===== src/rtl/mult_pkg.sv =====
// Shared constants and saturation helpers for the
// fixed-point multiply pipeline.
package mult_pkg;

  localparam int DEF_DATA_WIDTH = 32;
  localparam int DEF_FRAC_BITS  = 10;
  localparam int LATENCY        = 3;
  localparam int SAT_W          = 129;

  // Wide enough for any DATA_WIDTH up to 64.
  function automatic logic signed [SAT_W-1:0] sat_max(input int w);
    return (SAT_W'(1) << (w - 1)) - SAT_W'(1);
  endfunction

  function automatic logic signed [SAT_W-1:0] sat_min(input int w);
    return -(SAT_W'(1) << (w - 1));
  endfunction

endpackage


===== src/rtl/mult_pipe_if.sv =====
// Operand/result handshake bundle for mult_pipe.
// master drives operands and out_ready; slave is the pipe.
interface mult_pipe_if #(
  parameter int DATA_WIDTH = 32
);

  logic                  in_valid;
  logic                  in_ready;
  logic [DATA_WIDTH-1:0] multiplicand;
  logic [DATA_WIDTH-1:0] multiplier;
  logic                  round_en;
  logic                  out_valid;
  logic                  out_ready;
  logic [DATA_WIDTH-1:0] product;
  logic                  out_sat;
  logic                  sat_sticky;

  modport master (
    output in_valid, multiplicand, multiplier,
    output round_en, out_ready,
    input  in_ready, out_valid, product,
    input  out_sat, sat_sticky
  );

  modport slave (
    input  in_valid, multiplicand, multiplier,
    input  round_en, out_ready,
    output in_ready, out_valid, product,
    output out_sat, sat_sticky
  );

endinterface


===== src/rtl/mult_round_sat.sv =====
// Round-half-up, arithmetic scale and clamp of a full
// precision signed product. Purely combinational.
module mult_round_sat
  import mult_pkg::*;
#(
  parameter int DATA_WIDTH = DEF_DATA_WIDTH,
  parameter int FRAC_BITS  = DEF_FRAC_BITS
) (
  input  logic signed [2*DATA_WIDTH-1:0] p_i,
  input  logic                           rnd_i,
  output logic        [DATA_WIDTH-1:0]   res_o,
  output logic                           sat_o
);

  localparam int SW = 2*DATA_WIDTH + 1;

  // Half an LSB of the result; collapses to zero when FRAC_BITS is 0.
  localparam logic signed [SW-1:0] RND =
    SW'((SW'(1) << FRAC_BITS) >> 1);
  localparam logic signed [SW-1:0] MAXV =
    SW'(sat_max(DATA_WIDTH));
  localparam logic signed [SW-1:0] MINV =
    SW'(sat_min(DATA_WIDTH));

  logic signed [SW-1:0] sum;
  logic signed [SW-1:0] shf;
  logic                 hi;
  logic                 lo;

  always_comb begin
    sum = SW'(p_i) + (rnd_i ? RND : '0);
    shf = sum >>> FRAC_BITS;
    hi  = shf > MAXV;
    lo  = shf < MINV;
    sat_o = hi | lo;
    unique case (1'b1)
      hi:      res_o = MAXV[DATA_WIDTH-1:0];
      lo:      res_o = MINV[DATA_WIDTH-1:0];
      default: res_o = shf[DATA_WIDTH-1:0];
    endcase
  end

endmodule


===== src/rtl/mult_pipe.sv =====
// Three-stage signed fixed-point multiplier with
// valid/ready flow control and saturation flags.
module mult_pipe
  import mult_pkg::*;
#(
  parameter int DATA_WIDTH = DEF_DATA_WIDTH,
  parameter int FRAC_BITS  = DEF_FRAC_BITS
) (
  input logic        clock,
  input logic        reset_n,
  mult_pipe_if.slave bus
);

  localparam int PW = 2*DATA_WIDTH;

  logic                         advance;
  logic                         v1_q, v2_q, v3_q;
  logic signed [DATA_WIDTH-1:0] a_q, b_q;
  logic                         rnd1_q, rnd2_q;
  logic signed [PW-1:0]         p_d, p_q;
  logic        [DATA_WIDTH-1:0] res_d, prod_q;
  logic                         sat_d, sat_q;
  logic                         sticky_q;

  // Whole pipe freezes together when the output is blocked.
  assign advance = !v3_q || bus.out_ready;
  assign p_d     = PW'(a_q) * PW'(b_q);

  mult_round_sat #(
    .DATA_WIDTH (DATA_WIDTH),
    .FRAC_BITS  (FRAC_BITS)
  ) u_round_sat (
    .p_i   (p_q),
    .rnd_i (rnd2_q),
    .res_o (res_d),
    .sat_o (sat_d)
  );

  always_ff @(posedge clock or negedge reset_n) begin
    if (!reset_n) begin
      v1_q     <= 1'b0;
      v2_q     <= 1'b0;
      v3_q     <= 1'b0;
      a_q      <= '0;
      b_q      <= '0;
      rnd1_q   <= 1'b0;
      rnd2_q   <= 1'b0;
      p_q      <= '0;
      prod_q   <= '0;
      sat_q    <= 1'b0;
      sticky_q <= 1'b0;
    end else if (advance) begin
      v1_q <= bus.in_valid;
      v2_q <= v1_q;
      v3_q <= v2_q;
      if (bus.in_valid) begin
        a_q    <= bus.multiplicand;
        b_q    <= bus.multiplier;
        rnd1_q <= bus.round_en;
      end
      if (v1_q) begin
        p_q    <= p_d;
        rnd2_q <= rnd1_q;
      end
      if (v2_q) begin
        prod_q   <= res_d;
        sat_q    <= sat_d;
        sticky_q <= sticky_q | sat_d;
      end
    end
  end

  assign bus.in_ready   = advance;
  assign bus.out_valid  = v3_q;
  assign bus.product    = prod_q;
  assign bus.out_sat    = sat_q;
  assign bus.sat_sticky = sticky_q;

endmodule


===== src/flat_wrapper.sv =====
// flat-port wrapper written by rule: the top's interface ports become plain ports
module mult_pipe_flat import mult_pkg::*;
#(
  parameter int DATA_WIDTH = DEF_DATA_WIDTH,
  parameter int FRAC_BITS  = DEF_FRAC_BITS
)
  (clock, reset_n, bus_in_valid, bus_multiplicand, bus_multiplier, bus_round_en, bus_out_ready, bus_in_ready, bus_out_valid, bus_product, bus_out_sat, bus_sat_sticky);
  mult_pipe_if #(.DATA_WIDTH(DATA_WIDTH)) bus_i ();
  input logic clock;
  input logic reset_n;
  input wire logic [$bits(bus_i.in_valid)-1:0] bus_in_valid;
  input wire logic [$bits(bus_i.multiplicand)-1:0] bus_multiplicand;
  input wire logic [$bits(bus_i.multiplier)-1:0] bus_multiplier;
  input wire logic [$bits(bus_i.round_en)-1:0] bus_round_en;
  input wire logic [$bits(bus_i.out_ready)-1:0] bus_out_ready;
  output wire logic [$bits(bus_i.in_ready)-1:0] bus_in_ready;
  output wire logic [$bits(bus_i.out_valid)-1:0] bus_out_valid;
  output wire logic [$bits(bus_i.product)-1:0] bus_product;
  output wire logic [$bits(bus_i.out_sat)-1:0] bus_out_sat;
  output wire logic [$bits(bus_i.sat_sticky)-1:0] bus_sat_sticky;
  assign bus_i.in_valid = bus_in_valid;
  assign bus_i.multiplicand = bus_multiplicand;
  assign bus_i.multiplier = bus_multiplier;
  assign bus_i.round_en = bus_round_en;
  assign bus_i.out_ready = bus_out_ready;
  assign bus_in_ready = bus_i.in_ready;
  assign bus_out_valid = bus_i.out_valid;
  assign bus_product = bus_i.product;
  assign bus_out_sat = bus_i.out_sat;
  assign bus_sat_sticky = bus_i.sat_sticky;
  mult_pipe #(.DATA_WIDTH(DATA_WIDTH), .FRAC_BITS(FRAC_BITS)) u_core (.clock(clock), .reset_n(reset_n), .bus(bus_i));
endmodule

===== config.mk =====
export PLATFORM = sky130hd
export DESIGN_NAME = mult_pipe_flat
export DESIGN_NICKNAME = d
export VERILOG_FILES = /design/src/rtl/mult_pkg.sv /design/src/rtl/mult_pipe_if.sv /design/src/rtl/mult_round_sat.sv /design/src/rtl/mult_pipe.sv /design/src/flat_wrapper.sv
export SDC_FILE = /design/constraint.sdc
export NUM_CORES = 2
export LEC_CHECK = 0
export ABC_AREA = 0
export CELL_PAD_IN_SITES_DETAIL_PLACEMENT = 1
export CELL_PAD_IN_SITES_GLOBAL_PLACEMENT = 1
export CORE_UTILIZATION = 45
export DETAILED_ROUTE_END_ITERATION = 8
export GPL_TIMING_DRIVEN = 0
export PLACE_DENSITY_LB_ADDON = 0.1
export REMOVE_ABC_BUFFERS = 1
export SETUP_SLACK_MARGIN = 0.02
export SLEW_MARGIN = 15
export SYNTH_ARGS = -nofsm -noshare
export SYNTH_HDL_FRONTEND = slang
export SYNTH_SLANG_ARGS = --single-unit

===== constraint.sdc =====
create_clock -name clock -period 10.5 [get_ports clock]
set_input_delay 1.575 -clock clock [delete_from_list [all_inputs] [get_ports clock]]
set_output_delay 1.575 -clock clock [all_outputs]
set_load 0.005 [all_outputs]

* Word level (Yosys, flattened, before mapping)
Cells that the tools add are included.
** Storage, ports and cells
- Flip-flop bits (word level) :: 167
- Logic and storage cells :: 24
- Input bits :: 69
** Cells by class
- Add/sub/neg operators :: 1
- Magnitude comparators :: 2
- Multiplexer cells :: 2
- Multipliers :: 1
- Reduce and logical (&&, ||, !) cells :: 5
- Bitwise operators :: 2
** Operator list (number)
- $add A64 B11 Y65 :: 1
- $mul A32 B32 Y64 :: 1
- $pmux W32 S2 :: 1
- $gt A55 B32 Y1 const B :: 1
- $lt A55 B32 Y1 const B :: 1
- $mux W10 :: 1
- $reduce_and A2 Y1 :: 3
- $or A1 B1 Y1 :: 2
- $logic_not A1 Y1 :: 1
- $logic_or A1 B1 Y1 :: 1

* Depth between registers and ports, before layout
- Depth in word-level cells :: 5
- Depth in mapped cells :: 29
- Depth with buffers taken out :: 27

* Cells and area by module
From an unflattened synthesis, not the netlist that was laid out.
** Unflattened totals
- Cell total of the unflattened synthesis :: 4746
- Area, all modules :: 44818.0 sq um
** By module, submodules not included
- mult_pipe :: cells each 4454, area each 42907.4 sq um, seq. area each 4179.0 sq um, times used 1
- mult_round_sat :: cells each 292, area each 1910.6 sq um, seq. area each 0.0 sq um, times used 1

* Worst setup path before layout
Ideal clock, no wire load.
- Path type :: flip-flop to flip-flop
- Start point :: register u_core.b_q[2]
- End point :: register u_core.p_q[61]
- Path buffers :: 1
- Library setup time :: 0.135 ns
- Stages on the path, launching flop included :: 27
- Data required time :: 10.365 ns
- Slack :: 2.634 ns
- Arrival :: 7.731 ns
- Cell sequence :: dfrtp_1 -> clkbuf_1 -> nand2_1 -> inv_1 -> fa_1 -> fa_1 -> fa_1 -> inv_1 -> fa_1 -> inv_1 -> fa_1 -> fa_1 -> inv_1 -> fa_1 -> inv_1 -> fa_1 -> ha_1 -> a21o_1 -> a21o_1 -> a21oi_1 -> and2_1 -> o21ai_0 -> a31oi_1 -> o21bai_1 -> a31oi_1 -> xor2_1 -> o21ai_0
** On the way
- Longest elaborated chain between the ends :: 1
** Ends and longest elaborated chain
- start: declaration :: line mult_pipe.sv:18 : logic signed [DATA_WIDTH-1:0] a_q, b_q;
- start signal: assignment :: line mult_pipe.sv:58 : b_q <= bus.multiplier;
- $mul A32 B32 Y64 :: line mult_pipe.sv:27 : assign p_d = PW'(a_q) * PW'(b_q);
- end signal: assignment :: line mult_pipe.sv:62 : p_q <= p_d;
- end: declaration :: line mult_pipe.sv:20 : logic signed [PW-1:0] p_d, p_q;
No other way between the ends.
A chain may end at the register's enable or synchronous reset.

* Worst setup path in the final report
- Start point :: register u_core.b_q[8]
- End point :: register u_core.p_q[61]
Same word-level chain as after synthesis.

==> results.ini <==
[logic_synthesis]
ys_seq_elements = 158
syn_inst = 4452
synth-edff-count = 0
yosysWarnings = 0
ys.flop_type = dfrtp_1
ys_seq_area_share_pct = 9.21
synth_area_um2 = 42900
synth.avg_cell_area_um2 = 9.64
synthArstFlopShare_pct = 100
synth_cell_types = 72

[route]
vias = 29600
dr.pass1.iters = 5
drtIter0Drc = 1253
wire_per_inst_um = 21.4
drc_errors = 0
drt.antenna.violating_nets = 0
viasPerCell = 5.26
totalWireLength_mm = 121

[worst_setup_path]
ff2ff_setup_slack_ns = 1.51
critPathArrivalTime_ns = 9.36
crit_path_end_kind = register
path_class = reg -> reg
cp_max_fo = 33
start_kind = register
required_ns = 10.87

[clock_network]
h-tree-depth = 4
post_cts_buffers = 0
cts_buffers = 17
post_cts_resized = 0
cts_num_sinks = 158
clock_latency_ns = 0.51
post_cts_hold_buffer_count = 0
root_buffer = clkbuf_16
cts_tree = built
clk_pin_slew_worst_paths_ns = 0.08
clockBufferDepth = 2

[cells_and_area]
drive_above_1_share_pct = 5.52
final_common_cell = fa_1
num-nets-final = 5702
final_cell_mix = fa_1, inv_1, nand2_1
fillers = 10600
area_growth_pct = 7.64

[sta]
slew-limit-headroom_pct = 26.7
finClkSkew_ns = 0.0235
fmax_mhz = 111
period_share_pct = 85.6
rsz0062_at_grt = false
fin_tns_setup_ns = 0
slew_violations = 0
hold_viol = 0
setup_viol = 0
period_needed_ns = 8.99
worst_slew_pin_slew_ns = 1.10

[run]
cap_viol_max_count = 0

[placement]
hpwlAfterDp_mm = 100
numPortBuffers = 104
place_congestion = 0.851

[min_path]
min_path_type = reg -> reg

[floorplanning]
fp-row-count = 112
core_area_um2 = 93900
start_util_pct = 45.7
ios = 105
die_h_um = 311
chipWidth_um = 311
dieArea_um2 = 96600

[global_route]
grt_util_all_layers_pct = 26.4
grt_pass1_wl_mm = 198
grt_max_degree = 82
grt_pass1_vias = 34500
grt_antenna_before_repair = 1
gr-total-overflow = 0

[outcome]
status = finished clean

==> cells in the mapped netlist, drive strengths merged, types with 33 or more instances <==
master / count / area (um2)
fa: 1081 / 21600
inv: 944 / 3540
nand2: 620 / 2330
and2: 524 / 3280
clkbuf: 231 / 867
ha: 181 / 2260
dfrtp: 158 / 3950
o21ai: 93 / 465
a21oi: 75 / 379
mux2: 71 / 800
nor2: 69 / 259
xnor2: 59 / 517
xor2: 41 / 359
nand3: 33 / 183
==> cell families after synthesis <==
| family | count (synthesis) | synth area share (%) |
|---|---|---|
| AO/OA/AOI/OAI | 303 | 4.64 |
| XOR/XNOR | 100 | 2.04 |
| adder cells (fa/ha/maj) | 1262 | 55.7 |
| buffers and inverters | 1188 | 10.5 |
| flip-flops | 158 | 9.21 |
| multiplexers | 73 | 1.91 |
| AND/OR/NAND/NOR | 1368 | 16.0 |
==> worst max-delay path: stages, from the launching register on <==
cell,delay (ns)
dfrtp_2,0.90
nand2_1,0.30
fa_1,0.69
fa_1,0.97
fa_1,0.57
inv_1,0.37
fa_1,0.51
fa_1,0.49
fa_1,0.55
inv_1,0.05
fa_1,0.53
inv_1,0.05
fa_1,0.47
ha_1,0.38
a21o_1,0.20
a21o_1,0.17
a21oi_1,0.19
and2_1,0.19
o21ai_0,0.10
a31oi_1,0.38
o21bai_1,0.21
a31oi_1,0.24
xor2_1,0.17
o21ai_0,0.08
==> per-stage QoR <==
step	hold WS (ns)	instances	utilization, %	cell area (um2)	setup WS, ns
detailed placement	0.464	5606	48.5	45600	1.12
global placement	0.452	5566	47.5	44600	0.118
finish	0.476	5640	49.2	46200	1.51
global route	0.514	5638	49.2	46200	1.15
CTS	0.482	5638	49.2	46200	1.08
floorplan	0.464	4208	-	42000	2.37
==> flip-flops by register name, summed over array words and instances (netlist names) <==
signal / count
u_core.a_q: 32
u_core.v1_q: 1
u_core.bus.out_valid: 1
u_core.bus.sat_sticky: 1
u_core.p_q: 55
u_core.bus.product: 32
u_core.rnd1_q: 1
u_core.rnd2_q: 1
u_core.b_q: 32
u_core.v2_q: 1
u_core.bus.out_sat: 1
==> cell type report <==
| cell class | instances | area (um2) | area share [%] |
|---|---|---|---|
| clock inverters | 14 | 164 | 0.355 |
| flip-flops and latches | 158 | 4030 | 8.73 |
| inverters | 944 | 3540 | 7.67 |
| clock buffers | 18 | 439 | 0.951 |
| multi-input cells | 3106 | 34500 | 74.7 |
| repair buffers | 144 | 1940 | 4.21 |
| diodes | 2 | 5.00 | 0.0108 |
| well taps | 1254 | 1570 | 3.40 |
==> per-layer routing <==
| layer | vias up | wire length [um] | track usage, % | part of all wire, % |
|---|---|---|---|---|
| li1 | 12900 | - | - | - |
| met1 | 16200 | 53300 | 35.8 | 44 |
| met2 | 376 | 62400 | 46.4 | 52 |
| met3 | 115 | 2680 | 1.74 | 2.2 |
| met4 | 0 | 2150 | 5.78 | 1.8 |
| met5 | - | 0 | 0 | 0 |
==> worst paths after layout <==
kind	startpoint	endpoint	depth (start not counted)
max reg2reg	u_core.b_q[8]$_DFFE_PN0P_	u_core.p_q[61]$_DFFE_PN0P_	23
min reg2reg	u_core.bus.sat_sticky$_DFFE_PN0P_	u_core.bus.sat_sticky$_DFFE_PN0P_	2
min	u_core.bus.sat_sticky$_DFFE_PN0P_	u_core.bus.sat_sticky$_DFFE_PN0P_	2
min in group asynchronous	reset_n	u_core.a_q[6]$_DFFE_PN0P_	1
max	u_core.b_q[8]$_DFFE_PN0P_	u_core.p_q[61]$_DFFE_PN0P_	23
max in group asynchronous	reset_n	u_core.b_q[27]$_DFFE_PN0P_	3
Power is left out: the tool's default activity adds up to more than one toggle a clock period on the data nets, which glitch-free logic cannot reach.
